--- config.mk ---
export PLATFORM = sky130hd
export DESIGN_NAME = wbs_wide_mem_bridge
export DESIGN_NICKNAME = d
export VERILOG_FILES = /design/src/rtl/wbs_pkg.sv /design/src/rtl/wbs_word_merge.sv /design/src/rtl/wbs_wide_mem_bridge.sv
export SDC_FILE = /design/constraint.sdc
export NUM_CORES = 1
export LEC_CHECK = 0
export CELL_PAD_IN_SITES_DETAIL_PLACEMENT = 1
export CELL_PAD_IN_SITES_GLOBAL_PLACEMENT = 2
export CORE_AREA = 4 4 277 279
export DETAILED_ROUTE_END_ITERATION = 12
export DIE_AREA = 0 0 281 283
export HOLD_SLACK_MARGIN = 0.02
export PLACE_DENSITY = 0.72
export SLEW_MARGIN = 10
export SYNTH_ARGS = -nofsm -noshare
export SYNTH_HDL_FRONTEND = slang
export SYNTH_HIERARCHICAL = 1
export SYNTH_SLANG_ARGS = --single-unit
--- constraint.sdc ---
create_clock -name wb_clk_i -period 3.45 [get_ports wb_clk_i]
set_input_delay 0.5175 -clock wb_clk_i [delete_from_list [all_inputs] [get_ports wb_clk_i]]
set_output_delay 0.5175 -clock wb_clk_i [all_outputs]
set_load 0.005 [all_outputs]
--- src/rtl/wbs_pkg.sv ---
// Shared constants, FSM state encoding and sizing helpers for the wide-memory
// Wishbone bridge.
package wbs_pkg;

  localparam logic [31:0] WBS_BASE_ADDR   = 32'h3200_0000;
  localparam logic [31:0] WBS_REGION_MASK = 32'hFF00_0000;
  localparam int          WBS_DATA_W      = 32;

  typedef enum logic [1:0] {
    WBS_IDLE    = 2'd0,
    WBS_RD_REQ  = 2'd1,
    WBS_RD_WAIT = 2'd2,
    WBS_ACK     = 2'd3
  } wbs_state_e;

  function automatic int words_of(input int width);
    return (width + WBS_DATA_W - 1) / WBS_DATA_W;
  endfunction

  // Width of the word-select address field; kept at least one bit so that
  // single-word entries still have a legal (always-last) word index.
  function automatic int sel_bits(input int nwords);
    return (nwords > 1) ? $clog2(nwords) : 1;
  endfunction

endpackage

--- src/rtl/wbs_word_merge.sv ---
// Byte-masked merge of one 32-bit word into a MEM_WIDTH vector at a word index.
// Bits landing at or above MEM_WIDTH are dropped.
module wbs_word_merge
  import wbs_pkg::*;
#(
  parameter  int MEM_WIDTH = 64,
  localparam int NWORDS    = words_of(MEM_WIDTH),
  localparam int WSEL_W    = sel_bits(NWORDS)
) (
  input  logic [MEM_WIDTH-1:0] vec_i,
  input  logic [31:0]          word_i,
  input  logic [WSEL_W-1:0]    idx_i,
  input  logic [3:0]           sel_i,
  output logic [MEM_WIDTH-1:0] vec_o
);

  logic [NWORDS*32-1:0] pad;

  always_comb begin
    pad                  = '0;
    pad[MEM_WIDTH-1:0]   = vec_i;
    for (int w = 0; w < NWORDS; w++) begin
      if (int'(idx_i) == w) begin
        for (int b = 0; b < 4; b++) begin
          if (sel_i[b]) pad[w*32 + b*8 +: 8] = word_i[b*8 +: 8];
        end
      end
    end
  end

  assign vec_o = pad[MEM_WIDTH-1:0];

endmodule

--- src/rtl/wbs_wide_mem_bridge.sv ---
// Wishbone slave giving 32-bit word access to banked MEM_WIDTH-bit SRAM entries.
// Define WBS_RDCACHE_EN to add a one-entry read cache.
module wbs_wide_mem_bridge
  import wbs_pkg::*;
#(
  parameter  int          MEM_WIDTH   = 64,
  parameter  int          MEM_DEPTH   = 64,
  parameter  int          NUM_BANKS   = 8,
  parameter  int          RD_LATENCY  = 1,
  parameter  logic [31:0] BASE_ADDR   = WBS_BASE_ADDR,
  parameter  logic [31:0] REGION_MASK = WBS_REGION_MASK,
  localparam int          NWORDS      = words_of(MEM_WIDTH),
  localparam int          WSEL_W      = sel_bits(NWORDS),
  localparam int          ADDR_W      = (MEM_DEPTH > 1) ? $clog2(MEM_DEPTH) : 1,
  localparam int          BANK_W      = (NUM_BANKS > 1) ? $clog2(NUM_BANKS) : 1
) (
  input  logic                 wb_clk_i,
  input  logic                 rst_n,
  input  logic                 wbs_cyc_i,
  input  logic                 wbs_stb_i,
  input  logic                 wbs_we_i,
  input  logic [3:0]           wbs_sel_i,
  input  logic [31:0]          wbs_adr_i,
  input  logic [31:0]          wbs_dat_i,
  output logic                 wbs_ack_o,
  output logic [31:0]          wbs_dat_o,
  output logic [NUM_BANKS-1:0] mem_csb0,
  output logic [NUM_BANKS-1:0] mem_web0,
  output logic [ADDR_W-1:0]    mem_addr0,
  output logic [MEM_WIDTH-1:0] mem_wdata0,
  input  logic [MEM_WIDTH-1:0] mem_rdata0 [NUM_BANKS],
  output logic [7:0]           oor_cnt_o
);

  localparam int          USED_W   = WSEL_W + BANK_W + ADDR_W;
  localparam logic [31:0] LOW_MASK = (USED_W >= 32) ? '1 : ((32'h1 << USED_W) - 32'h1);

  // ---- address decode ----
  logic [WSEL_W-1:0] a_word;
  logic [BANK_W-1:0] a_bank;
  logic [ADDR_W-1:0] a_entry;
  logic [31:0]       a_upper;
  logic              hit, oor, req;

  assign a_word  = wbs_adr_i[WSEL_W-1:0];
  assign a_bank  = wbs_adr_i[WSEL_W +: BANK_W];
  assign a_entry = wbs_adr_i[WSEL_W+BANK_W +: ADDR_W];
  assign a_upper = wbs_adr_i & ~REGION_MASK & ~LOW_MASK;
  assign hit     = (wbs_adr_i & REGION_MASK) == BASE_ADDR;
  assign oor     = (32'(a_entry) >= 32'(MEM_DEPTH)) || (32'(a_bank) >= 32'(NUM_BANKS))
                || (a_upper != 32'h0);
  // While ack is up the master still presents the finished request; ignore it.
  assign req     = wbs_cyc_i & wbs_stb_i & hit & ~wbs_ack_o;

  function automatic logic [31:0] pick(input logic [MEM_WIDTH-1:0] v,
                                       input logic [WSEL_W-1:0]    w);
    logic [NWORDS*32-1:0] p;
    p              = '0;
    p[MEM_WIDTH-1:0] = v;
    pick           = '0;
    for (int i = 0; i < NWORDS; i++) if (int'(w) == i) pick = p[i*32 +: 32];
  endfunction

  // ---- state ----
  wbs_state_e           state_q, state_d;
  logic                 ack_q, ack_d;
  logic [31:0]          dat_q, dat_d;
  logic [NUM_BANKS-1:0] csb_q, csb_d, web_q, web_d;
  logic [ADDR_W-1:0]    addr_q, addr_d;
  logic [MEM_WIDTH-1:0] wdata_q, wdata_d, shadow_q, shadow_d;
  logic [7:0]           oor_q, oor_d;
  logic [1:0]           cnt_q, cnt_d;
  logic [WSEL_W-1:0]    word_q, word_d;
  logic [BANK_W-1:0]    bank_q, bank_d;
  logic [MEM_WIDTH-1:0] merged, rd_ent;

`ifdef WBS_RDCACHE_EN
  logic                 c_vld_q, c_vld_d;
  logic [BANK_W-1:0]    c_bank_q, c_bank_d;
  logic [ADDR_W-1:0]    c_entry_q, c_entry_d;
  logic [MEM_WIDTH-1:0] c_data_q, c_data_d;
  logic                 c_hit;
  assign c_hit = c_vld_q && (c_bank_q == a_bank) && (c_entry_q == a_entry);
`endif

  // One merge path serves both partial shadow updates and the full commit word.
  wbs_word_merge #(.MEM_WIDTH(MEM_WIDTH)) u_merge (
    .vec_i  (shadow_q),
    .word_i (wbs_dat_i),
    .idx_i  (a_word),
    .sel_i  (wbs_sel_i),
    .vec_o  (merged)
  );

  assign rd_ent = mem_rdata0[bank_q];

  always_comb begin
    state_d  = state_q;
    ack_d    = 1'b0;
    dat_d    = dat_q;
    csb_d    = '1;
    web_d    = '1;
    addr_d   = addr_q;
    wdata_d  = wdata_q;
    shadow_d = shadow_q;
    oor_d    = oor_q;
    cnt_d    = cnt_q;
    word_d   = word_q;
    bank_d   = bank_q;
`ifdef WBS_RDCACHE_EN
    c_vld_d   = c_vld_q;
    c_bank_d  = c_bank_q;
    c_entry_d = c_entry_q;
    c_data_d  = c_data_q;
`endif
    unique case (state_q)
      WBS_IDLE: if (req) begin
        word_d  = a_word;
        bank_d  = a_bank;
        state_d = WBS_ACK;
        if (oor) begin
          if (oor_q != 8'hFF) oor_d = oor_q + 8'd1;
          if (!wbs_we_i) dat_d = '0;
        end else if (wbs_we_i) begin
          shadow_d = merged;
          if (int'(a_word) == NWORDS - 1) begin
            csb_d[a_bank] = 1'b0;
            web_d[a_bank] = 1'b0;
            addr_d        = a_entry;
            wdata_d       = merged;
`ifdef WBS_RDCACHE_EN
            c_vld_d       = 1'b0;
`endif
          end
        end else begin
`ifdef WBS_RDCACHE_EN
          if (c_hit) begin
            dat_d = pick(c_data_q, a_word);
          end else begin
            csb_d[a_bank] = 1'b0;
            addr_d        = a_entry;
            state_d       = WBS_RD_REQ;
          end
`else
          csb_d[a_bank] = 1'b0;
          addr_d        = a_entry;
          state_d       = WBS_RD_REQ;
`endif
        end
      end
      WBS_RD_REQ, WBS_RD_WAIT: begin
        if (!wbs_cyc_i) begin
          state_d = WBS_IDLE;
        end else if ((state_q == WBS_RD_REQ && RD_LATENCY <= 1) ||
                     (state_q == WBS_RD_WAIT && cnt_q == 2'(RD_LATENCY - 1))) begin
          dat_d   = pick(rd_ent, word_q);
          state_d = WBS_ACK;
`ifdef WBS_RDCACHE_EN
          c_vld_d   = 1'b1;
          c_bank_d  = bank_q;
          c_entry_d = addr_q;
          c_data_d  = rd_ent;
`endif
        end else if (state_q == WBS_RD_REQ) begin
          cnt_d   = 2'd1;
          state_d = WBS_RD_WAIT;
        end else begin
          cnt_d = cnt_q + 2'd1;
        end
      end
      WBS_ACK: begin
        ack_d   = 1'b1;
        state_d = WBS_IDLE;
      end
      default: state_d = WBS_IDLE;
    endcase
  end

  always_ff @(posedge wb_clk_i or negedge rst_n) begin
    if (!rst_n) begin
      state_q  <= WBS_IDLE;
      ack_q    <= 1'b0;
      dat_q    <= '0;
      csb_q    <= '1;
      web_q    <= '1;
      addr_q   <= '0;
      wdata_q  <= '0;
      shadow_q <= '0;
      oor_q    <= '0;
      cnt_q    <= '0;
      word_q   <= '0;
      bank_q   <= '0;
`ifdef WBS_RDCACHE_EN
      c_vld_q   <= 1'b0;
      c_bank_q  <= '0;
      c_entry_q <= '0;
      c_data_q  <= '0;
`endif
    end else begin
      state_q  <= state_d;
      ack_q    <= ack_d;
      dat_q    <= dat_d;
      csb_q    <= csb_d;
      web_q    <= web_d;
      addr_q   <= addr_d;
      wdata_q  <= wdata_d;
      shadow_q <= shadow_d;
      oor_q    <= oor_d;
      cnt_q    <= cnt_d;
      word_q   <= word_d;
      bank_q   <= bank_d;
`ifdef WBS_RDCACHE_EN
      c_vld_q   <= c_vld_d;
      c_bank_q  <= c_bank_d;
      c_entry_q <= c_entry_d;
      c_data_q  <= c_data_d;
`endif
    end
  end

  assign wbs_ack_o  = ack_q;
  assign wbs_dat_o  = dat_q;
  assign mem_csb0   = csb_q;
  assign mem_web0   = web_q;
  assign mem_addr0  = addr_q;
  assign mem_wdata0 = wdata_q;
  assign oor_cnt_o  = oor_q;

endmodule

==> results of run 1 <==
worst paths after layout:
path / startpoint / end / slack, ns / cells after the start
worst max-delay path: wbs_adr_i[29] / mem_web0[3] / 0.89 / 8
worst min-delay path: rst_n / mem_wdata0[50] / 0.10 / 1
worst max register to register: bank_q[0] / wbs_dat_o[28] / 0.93 / 6
worst min register to register: cnt_q[0] / cnt_q[0] / 0.47 / 1
max in group asynchronous: rst_n / mem_wdata0[4] / 2.48 / 2
min in group wb_clk_i: cnt_q[0] / cnt_q[0] / 0.47 / 1
area by class of cell:
cell class	count	area share, %
Sequential cell	199	23.10
Antenna cell	26	0.3001
Clock buffer	18	2.026
Timing Repair Buffer	743	34.42
Inverter	9	0.1558
Multi-Input combinational cell	622	33.68
Tap cell	969	5.592
Clock inverter	14	0.7272
sequential cells by signal, summed over array words and instances, names as in the netlist:
name        count
bank_q          3
cnt_q           2
mem_addr0       6
mem_csb0        8
mem_wdata0     64
mem_web0        8
oor_cnt_o       8
shadow_q       64
state_q         2
wbs_ack_o       1
wbs_dat_o      32
word_q          1
cells in the mapped netlist, drive strengths merged, types with 2 or more instances:
master	number	area (um2)
mux4	128	2883
xor2	3	26.28
or2	2	12.52
o21ai	38	190.2
mux2	203	2631
a21oi	34	170.2
nand2	55	216.5
and4	2	17.52
dfstp	16	420.4
nor2b	5	31.28
clkbuf	42	157.7
nor4	5	37.53
ha	6	75.07
nand2b	4	55.05
xnor2	4	35.03
o2111ai	2	23.77
nor2	10	37.54
buf	38	265.3
nand4	5	31.28
nor3	6	30.03
a22oi	64	480.5
dfrtp	183	4579
nand3	38	190.2
inv	9	33.78
worst max-delay path: cells and delay by family:
kind	cells	cell delay [ns]
buffers and inverters	3	0.86
and+or+nand+nor	5	1.54
cells by family after synthesis:
group	count (synthesis)	synth area share, %
multiplexers	331	43.44
XOR/XNOR	7	0.4830
buffers and inverters	89	3.597
AO/OA/AOI/OAI	141	6.998
AND/OR/NAND/NOR	137	5.510
flip-flops	199	39.38
adder cells (fa/ha/maj)	6	0.5914
power by group through the flow:
stage	clock network (mW)	registers, mW	logic (mW)
after floorplan	0	2.69	0.831
after global placement	0	2.70	2.42
after detailed placement	0	2.71	2.47
after CTS	2.15	2.66	2.48
after global routing	2.24	2.68	2.63
final	2.07	2.65	2.43
routing by layer:
metal  routed length (um)  vias to the layer above
met5                  149                        -
met4                 2992                       24
met3                 5422                      140
met2                40510                      541
met1                30050                     5898
li1                     -                     4959
==> flow_metrics.tcl, run 1 <==
set metrics [dict create \
    status "completed" \
    fin_skew_ns 0.01713 \
    dieArea_mm2 0.07952 \
    dr.pass1.iters 6 \
    final_common_cell "clkdlybuf4s50_1" \
    drcViolationCount 0 \
    async_reset_ff_share_pct 100.0 \
    placed_area_mm2 0.02102 \
    postRouteAntennaNets 0 \
    power_frac_seq_pct 37.1 \
    slowest_delay_ns 0.45 \
    power_density_mw_per_mm2 329.8 \
    drive_above_1_share_pct 27.10 \
    yosysWarnings 6 \
    synth_top_flop_cell "dfrtp_1" \
    layout.nets 2183 \
    synthCells 910 \
    power.leakage_nw 8.628 \
    grt_pass1_vias 12830 \
    hold_ws_ns 0.1037 \
    antenna_found_initial 66 \
    worst_pin_slew_ns 0.9835 \
    crit_fanout 9 \
    layout_setup_ws_ns 0.8863 \
    register_area_mm2 0.005007 \
    nFillCells 8116 \
    core_mm2 0.07420 \
    slew_viol_final 0 \
    maxCapViolCount 0 \
    crit_path_cell_trace "clkdlybuf4s50_1, nor2b_1, and4_1, buf_4, nand2_1, nor4_1, buf_4, nand4_1" \
    fin_crit_sh_pct 74.31 \
    grt_busiest_layer "met2" \
    via_per_inst 4.447 \
    cp.arrival_ns 2.91 \
    h-tree-depth 4 \
    swShare_pct 31.16 \
    fin_area_mm2 0.02168 \
    row_count 100 \
    hold_viol_final 0 \
    power_mw 7.151 \
    die_w_um 281 \
    wl_per_cell_um 30.43 \
    met1_usage_pct 21.57 \
    grt_max_degree 93 \
    crit_path_end_kind "flip-flop" \
    grt.total_usage_pct 19.14 \
    instances_no_fill 2600 \
    post_cts_buffers 0 \
    multi_input_area_mm2 0.007302 \
    setup_viol 0 \
    layout_common_cells "710 x clkdlybuf4s50_1, 181 x dfrtp_1, 128 x mux4_2, 111 x mux2_2, 92 x mux2_4" \
    hpwl_um 68490 \
    critPathKind "in -> reg" \
    critical_path.most_common_cell "buf_4" \
    die_y_um 283 \
    globalplace.congestion 0.9376 \
    root_buffer "clkbuf_16" \
    cts_resized 0 \
    first_iter_violations 567 \
    pwr-share-clk_pct 29.0 \
    cts_hold_buf 0 \
    syn_to_final_growth_pct 70.78 \
    peakVddDrop_v 0.0002811 \
    grt_overflow 0 \
    cellInternalPower_mw 4.923 \
    path_clk_slew_ns 0.08 \
    ys_seq_area_share_pct 39.38 \
    clk_latency_ns 0.45 \
    hold_class "in -> async" \
    io_pins 712 \
    tns_ns 0 \
    vias 11560 \
    synth_nets 1501 \
    drt-total-wl_um 79120 \
    ys_ff_latch 199 \
    start_kind "input pin" \
    io_buffers 711 \
    ys_types 40 \
    pre_cts_ws_ns 0.3405 \
    use_met2_pct 34.09 \
    use_met3_pct 5.278 \
    slowest_stage "clkdlybuf4s50_1" \
    fin_util_pct 29.22 \
    min_period_ns 2.564 \
    grt_pass1_wl_um 106400 \
    max-slew-margin-rel_pct 34.43 \
    syn_avg_cell_area_um2 13.95 \
    fmax_ghz 0.3901 \
    switching_power_mw 2.228 \
    dp_cells 2542 \
    start_util_pct 17.11 \
    cts_sinks 199 \
    cts_tree "yes" \
    cts_buffer_depth 2 \
    cts_buffers 17 \
    required_ns 3.80 \
    netlist_area_mm2 0.01269 \
    synth_edf_count 0 \
    rsz0062_at_grt "no" \
    combPwrFrac_pct 33.9 \
]
Note: power is estimated with default switching activity, not from simulation.
==> run 2, diff against run 1 <==
--- a/config.mk
+++ b/config.mk
@@ -7,11 +7,11 @@
 export LEC_CHECK = 0
 export CELL_PAD_IN_SITES_DETAIL_PLACEMENT = 1
 export CELL_PAD_IN_SITES_GLOBAL_PLACEMENT = 2
-export CORE_AREA = 4 4 277 279
+export CORE_AREA = 4 4 276 278
 export DETAILED_ROUTE_END_ITERATION = 12
-export DIE_AREA = 0 0 281 283
+export DIE_AREA = 0 0 280 282
 export HOLD_SLACK_MARGIN = 0.02
-export PLACE_DENSITY = 0.72
+export PLACE_DENSITY = 0.74
 export SLEW_MARGIN = 10
 export SYNTH_ARGS = -nofsm -noshare
 export SYNTH_HDL_FRONTEND = slang
==> constraint.sdc (replaced) <==
create_clock -name wb_clk_i -period 2.1 [get_ports wb_clk_i]
set_input_delay 0.315 -clock wb_clk_i [delete_from_list [all_inputs] [get_ports wb_clk_i]]
set_output_delay 0.315 -clock wb_clk_i [all_outputs]
set_load 0.005 [all_outputs]
==> run 2 against run 1 <==
Effect of this change:
- first-iteration DRC count decreased by 8.3%
- clock-buffer cell count rose by 2
- sequential power rose by 64%
- critical path depth fell by 1
- cell count up 2.9%
- worst hold slack improved by 0.30 ns
==> flow_metrics.tcl, run 2 (synthesis results as in run 1) <==
set metrics [dict create \
    status "completed" \
    layout_common_cells "710 x clkdlybuf4s50_1, 181 x dfrtp_1, 128 x mux4_2, 111 x mux2_2, 92 x mux2_4" \
    drt-total-wl_um 81990 \
    cts_buffer_depth 2 \
    r2r-start "bank_q[0]" \
    r2r_end "wbs_dat_o[28]" \
    fin_skew_ns 0.01670 \
    pre_cts_ws_ns -0.4581 \
    io_buffers 711 \
    grt_max_degree 59 \
    critPathKind "in -> reg" \
    tns_ns 0 \
    wl_per_cell_um 30.65 \
    hold_class "in -> async" \
    die_y_um 282 \
    drive_above_1_share_pct 34.74 \
    core_mm2 0.07395 \
    hold_viol_final 0 \
    crit_path_cell_trace "clkdlybuf4s50_1, nor4_2, and4_2, nand4_1, or2_4, buf_12, mux2_4" \
    grt_pass1_vias 13350 \
    dr.pass1.iters 5 \
    power_density_mw_per_mm2 525.5 \
    min_period_ns 2.088 \
    setup_viol 0 \
    cts_sinks 199 \
    slowest_delay_ns 0.42 \
    maxCapViolCount 0 \
    fin_crit_sh_pct 99.45 \
    rsz0062_at_grt "yes" \
    worst_pin_slew_ns 0.5194 \
    cp.arrival_ns 2.40 \
    slew_viol_final 0 \
    grt.total_usage_pct 19.79 \
    root_buffer "clkbuf_16" \
    slowest_stage "clkdlybuf4s50_1" \
    die_w_um 280 \
    clk_latency_ns 0.45 \
    io_pins 712 \
    path_clk_slew_ns 0.08 \
    hpwl_um 70520 \
    globalplace.congestion 0.9292 \
    via_per_inst 4.477 \
    cts_buffers 17 \
    vias 11980 \
    dieArea_mm2 0.07896 \
    layout_setup_ws_ns 0.01162 \
    drcViolationCount 0 \
    start_util_pct 17.17 \
    h-tree-depth 4 \
    final_common_cell "clkdlybuf4s50_1" \
    start_kind "input pin" \
    syn_to_final_growth_pct 80.78 \
    power_mw 12.06 \
    placed_area_mm2 0.02164 \
    power.leakage_nw 9.129 \
    row_count 100 \
    layout.nets 2256 \
    cts_tree "yes" \
    reg2reg_slack_ns 0.03 \
    hold_ws_ns 0.4039 \
    antenna_found_initial 71 \
    grt_pass1_wl_um 108700 \
    max-slew-margin-rel_pct 65.27 \
    crit_fanout 18 \
    required_ns 2.41 \
    fin_area_mm2 0.02295 \
    peakVddDrop_v 0.0004348 \
    r2r_cells 8 \
    crit_path_end_kind "flip-flop" \
    first_iter_violations 520 \
    grt_overflow 0 \
    postRouteAntennaNets 0 \
    fmax_ghz 0.4788 \
]
run 2: report_power, final:
| group | internal, mW | switching, mW |
|---|---|---|
| Sequential | 4.16 | 0.188 |
| Clock | 1.72 | 1.63 |
| Combinational | 2.44 | 1.92 |
run 2: metal layers:
layer	global-route usage [%]	wire, um	vias up
li1	-	-	5112
met1	21.77	30400	6126
met2	34.77	42490	554
met3	6.492	6093	143
met4	9.162	2744	40
met5	0	258	-
run 2: area by class of cell:
cell class              count  area [um2]
fillers                  7967       51000
repair buffers            816        8397
multi-input cells         622        7651
flip-flops and latches    199        5007
well taps                 969        1212
clock buffers              20       446.7
clock inverters            12       131.4
diodes                     28       70.07
inverters                   9       33.78
run 2: worst max path at each step:
stage | from | depth (start not counted) | end
2_1_floorplan | wbs_ack_o | 8 | mem_wdata0[0]
3_3_place_gp | wbs_adr_i[17] | 7 | mem_wdata0[41]
3_5_place_dp | wbs_adr_i[17] | 7 | mem_wdata0[41]
4_1_cts | bank_q[0] | 8 | wbs_dat_o[12]
5_1_grt | bank_q[0] | 8 | wbs_dat_o[25]
6_report | wbs_adr_i[17] | 7 | mem_wdata0[29]
run 2: through the flow:
| step | utilization [%] | std cells |
|---|---|---|
| after CTS | 30.34 | 2639 |
| after floorplan | - | 910 |
| after detailed placement | 29.26 | 2603 |
| final | 31.04 | 2675 |
| after global placement | 29.26 | 2603 |
| after global routing | 31.02 | 2671 |
run 2: worst max-delay path, delay by kind of cell:
family	cells	cell delay (ns)
buffers and inverters	2	0.62
muxes	1	0.31
and+or+nand+nor	4	1.12
run 2: what timing repair did:
action	CTS	global route
endpoints found under the hold margin	43	0
cloned	1	6
endpoints found under the setup margin	29	100
hold buffers	1	0
buffers inserted	2	2
resized for setup	37	66
pin swaps	12	30
==> patch 1: new RTL, config.mk and constraints of run 2 <==
`MEM_WIDTH` is set to 64 in 2 places; all go to 56.
--- a/src/rtl/wbs_word_merge.sv
+++ b/src/rtl/wbs_word_merge.sv
@@ -5,3 +5,3 @@
 #(
-  parameter  int MEM_WIDTH = 64,
+  parameter  int MEM_WIDTH = 56,
   localparam int NWORDS    = words_of(MEM_WIDTH),
--- a/src/rtl/wbs_wide_mem_bridge.sv
+++ b/src/rtl/wbs_wide_mem_bridge.sv
@@ -5,3 +5,3 @@
 #(
-  parameter  int          MEM_WIDTH   = 64,
+  parameter  int          MEM_WIDTH   = 56,
   parameter  int          MEM_DEPTH   = 64,
Ports: changed (resized mem_rdata0 and mem_wdata0); port bits go from 712 to 640. No check against the original RTL was run, so the function may have changed too.
==> patch 1 against run 2 <==
Power is 2.7% lower; routed wire length is 19% lower; final area down 11%; core utilization fell by 3.3 points; count of clock-buffer cells in the layout fell by 3; first-iteration DRC count fell by 10%; worst setup slack improved by 0.035 ns; sequential cell count decreased by 16; global-route usage shrank 3.6 points; sequential share of layout area is 0.65 points higher; synthesized area decreased by 9.7%; via count fell by 13%; fmax grew 1.7%; largest power group unchanged; highest routed layer unchanged.
==> patch 1: results (changes against run 2) <==
Placed Area=19,600 µm² (-9.6%); DR WL/cell=26.9 µm (-12%); Synth Net Count=1,341 (-11%); GRT Total Usage=0.162 (-0.0361); Clk pwr share=0.309 (+0.032); WL met1=24,400 µm (-20%); DR pass1 iterations=4 (-1); P_seq=4.03 mW (-7.4%); Max IR drop VDD=0.000603 V (+39%); initial antenna violation count=46 (-35%); Worst setup startpoint=bank_q[0]$_DFFE_PN0P_; mux cell area share after synthesis=0.432 (-0.00189); synth cell count leaders=167 x dfrtp_1, 124 x mux2_2, 112 x mux4_2; met1 Usage GRT=0.176 (-0.0419); met2 Use GR=0.304 (-0.0433); post-synthesis cell type count=42 (+5.0%); DR vias/cell=4.21 (-5.9%); sequential share of the synthesized area=0.401 (+0.00720); run status=complete, no violations; vias in the first global route=11.6k (-13%); placer congestion estimate=0.924 (-0.57%); worst clock skew=0.0181 ns (+0.00140 ns); wire length of the first global-routing pass=90,000 µm (-17%); Compound-Gate Fraction of Synth Area=0.0592 (-0.0107); pin count of the biggest net entering global routing=54 (-8.5%); Crit path max-delay family=multiplexers; crit-path max FO=14 (-4); max_slew headroom=0.653 (+0.000800); Setup crit end kind=flip-flop; slowest CP cell=mux4_2; Pleak=8.14 nW (-11%); Setup Buffers After CTS=1 (-1); max layer used=met5; switch share=0.307 (-0.00317); Post-Synth Adder-Cell Area=0.00655 (+0.000632); post-cts sizing count=6 (-84%); wire length on met3=4280 µm (-30%); R2R depth=6 (-2); Synth area leaders=dfrtp_1 36%, mux4_2 22%, mux2_2 12%; 1st-iter DRT viols=468 (-10%); Reg power frac=0.344 (-0.017); hpwl dp=57,500 µm (-19%); worst r2r dst=wbs_dat_o[26]$_DFFE_PN0P_; fin nets=2,005 (-11%); share of post-route cells with drive strength above 1=0.311 (-0.0362); worst reg2reg setup slack=0.05 ns (+0.02 ns)
[patch 1: cell types whose count changed in the layout (fill, tap and decap cells not counted), moves of 9 or more]
cell | run 2 | this run
buf_6 | 11 | 2
nand2_2 | 21 | 4
a22oi_2 | 50 | 10
mux2_4 | 92 | 65
mux2_2 | 111 | 123
o21ai_0 | 38 | 25
clkdlybuf4s50_1 | 710 | 638
a22oi_1 | 14 | 38
mux4_2 | 128 | 112
buf_4 | 61 | 49
dfrtp_1 | 181 | 165
[patch 1: how the worst min path moves through the flow]
stage               start                         end  slack, ns  cells after the start
finish              rst_n  mem_wdata0[52]$_DFFE_PN0P_       0.38                      2
global route        rst_n  mem_wdata0[52]$_DFFE_PN0P_       0.39                      2
CTS                 rst_n  mem_wdata0[52]$_DFFE_PN0P_       0.35                      2
detailed placement  rst_n   mem_wdata0[0]$_DFFE_PN0P_       0.29                      1
global placement    rst_n   mem_wdata0[0]$_DFFE_PN0P_       0.30                      1
floorplan           rst_n       bank_q[0]$_DFFE_PN0P_       0.02                      0
[patch 1: final cells by class]
type                    count  area [µm²]
diodes                     20        50.0
multi-input cells         552        6610
repair buffers            717        7340
clock inverters            15         230
flip-flops and latches    183        4610
inverters                   7        26.3
clock buffers              17         425
fillers                  8067       53400
well taps                 969        1210
[patch 1: through the flow]
stage	worst slack (ns)	util	cells	setup TNS, ns
5_1_grt	-0.0301	0.277	2468	-0.129
3_5_place_dp	-0.396	0.265	2415	-46.68
4_1_cts	-0.0115	0.274	2449	-0.0156
3_3_place_gp	-0.382	0.265	2415	-44.81
6_report	0.0466	0.277	2480	0
2_1_floorplan	0.0731	-	814	0
==> patch 2: new RTL, flow settings as in run 2 <==
Made on the original files. The 4 states of `wbs_state_e` get a one-hot encoding in 4 bits.
--- a/src/rtl/wbs_pkg.sv
+++ b/src/rtl/wbs_pkg.sv
@@ -8,7 +8,7 @@
 
-  typedef enum logic [1:0] {
-    WBS_IDLE    = 2'd0,
-    WBS_RD_REQ  = 2'd1,
-    WBS_RD_WAIT = 2'd2,
-    WBS_ACK     = 2'd3
+  typedef enum logic [3:0] {
+    WBS_IDLE    = 4'b0001,
+    WBS_RD_REQ  = 4'b0010,
+    WBS_RD_WAIT = 4'b0100,
+    WBS_ACK     = 4'b1000
   } wbs_state_e;
Behaviour: same outputs for any inputs over 4 cycles, from zero or initial values and one cycle with rst_n low; so few cycles prove little.
==> patch 2 against run 2 <==
The run now ends with setup timing left; clock skew decreased by 0.0069 ns; largest cell class unchanged; combinational power decreased by 50%; sequential cell count increased by 2; routed wire length decreased by 3.0%; final area increased by 0.52%; clock power increased by 31%; critical path depth unchanged; synthesized area about the same; power decreased by 13%; fmax decreased by 8.9%; worst setup slack got worse by 0.20 ns; critical path type is now flip-flop to flip-flop.
==> patch 2: results (changes against run 2) <==
Area growth syn-to-layout=81.8%; P_seq=3.92 mW (-9.9%); crit path to=wbs_dat_o[9]$_DFFE_PN0P_; post-cts sizing count=42 (+14%); placed instance count=2,560 (-1.7%); fin nets=2,237 (-0.84%); Post-Synth XOR/XNOR Area=0.00621 (+0.00138); Setup Buffers After CTS=24 (+22); Reg clk slew, reported paths=0.06 ns (-0.02 ns); max_slew headroom=0.297 (-0.355); DR pass1 iterations=4 (-1); worst clock skew=0.00982 ns (-0.00688 ns); GRT Total Usage=0.193 (-0.00511); Synth area leaders=dfrtp_1 36%, mux4_2 23%, mux2_2 14%; wire length of the first global-routing pass=107,000 µm (-1.4%); Setup TNS=-2.76 ns (-2.76 ns); Pleak=9.41 nW (+3.1%); pin count of the biggest net entering global routing=60 (+1.7%); synth cell count leaders=184 x dfrtp_1, 161 x mux2_2, 128 x mux4_2; Worst EP arrival=2.68 ns (+0.28 ns); crit-path max FO=8 (-10); final setup fails=33 (+33); run status=finished with violations; Non-Filler Instances=2,659 (-0.60%); placer congestion estimate=0.916 (-1.5%); mux cell area share after synthesis=0.418 (-0.0162); hold_ws=0.347 ns (-0.0568 ns); post-synthesis cell type count=44 (+10%); Compound-Gate Fraction of Synth Area=0.0863 (+0.0163); Worst setup SP type=flip-flop; Post-Synth Adder-Cell Area=0.00197 (-0.00394); hpwl dp=67,600 µm (-4.2%); initial antenna violation count=74 (+4.2%); Clk pwr share=0.418 (+0.141); Worst-Skew Late Latency=0.52 ns (+0.07 ns); TritonCTS buffer count=23 (+6); vias in the first global route=13.3k (-0.55%); design internal power=8.13 mW (-2.3%); Critical Path Max Stage Delay=0.54 ns (+0.12 ns); DR vias/cell=4.51 (+0.79%); R2R depth=7 (-1); share of post-route cells with drive strength above 1=0.326 (-0.0217); failing checks=setup timing; Fillers=7,973 (+0.075%); Placed Area=21,600 µm² (-0.39%); slowest CP cell=dfrtp_4; average size of a mapped cell=14.6 µm² (+4.6%); Crit path max-delay family=compound AO/OA/AOI/OAI gates; clock buffer depth=3 (+1); WL final=79,500 µm (-3.0%); Max IR drop VDD=0.000400 V (-8.1%); sequential share of the synthesized area=0.398 (+0.00412); worst slack at placement=-0.467 ns (-0.00911 ns); setup ws final=-0.192 ns (-0.204 ns); 1st-iter DRT viols=679 (+31%)
patch 2: cell count changes after synthesis, moves of 28 or more:
cell	change
o211ai_1	+32
a22oi_1	-64
a22o_1	+64
mux2_4	-58
mux2_2	+50
a21oi_1	-34
inv_1	+29
o31ai_1	+32
o21ai_0	-37
nand2_1	-48
nand3_1	-28
patch 2: kinds of logic after synthesis:
group	after synthesis
buf+inv	120
fa+ha+maj	2
simple gates	73
mux	332
compound gates	133
xor+xnor	9
flops	201
patch 2: metal layers:
layer / share of wire / GRT usage
met5: 0.0024 / 0
met4: 0.033 / 0.0603
met3: 0.074 / 0.0513
met2: 0.51 / 0.347
met1: 0.38 / 0.224
patch 2: final cells by class:
type / count / share of cell area
Timing Repair Buffer: 836 / 0.371
Clock buffer: 32 / 0.0277
Inverter: 38 / 0.00618
Sequential cell: 201 / 0.219
Clock inverter: 10 / 0.00797
Multi-Input combinational cell: 550 / 0.313
Tap cell: 969 / 0.0526
Antenna cell: 23 / 0.00249
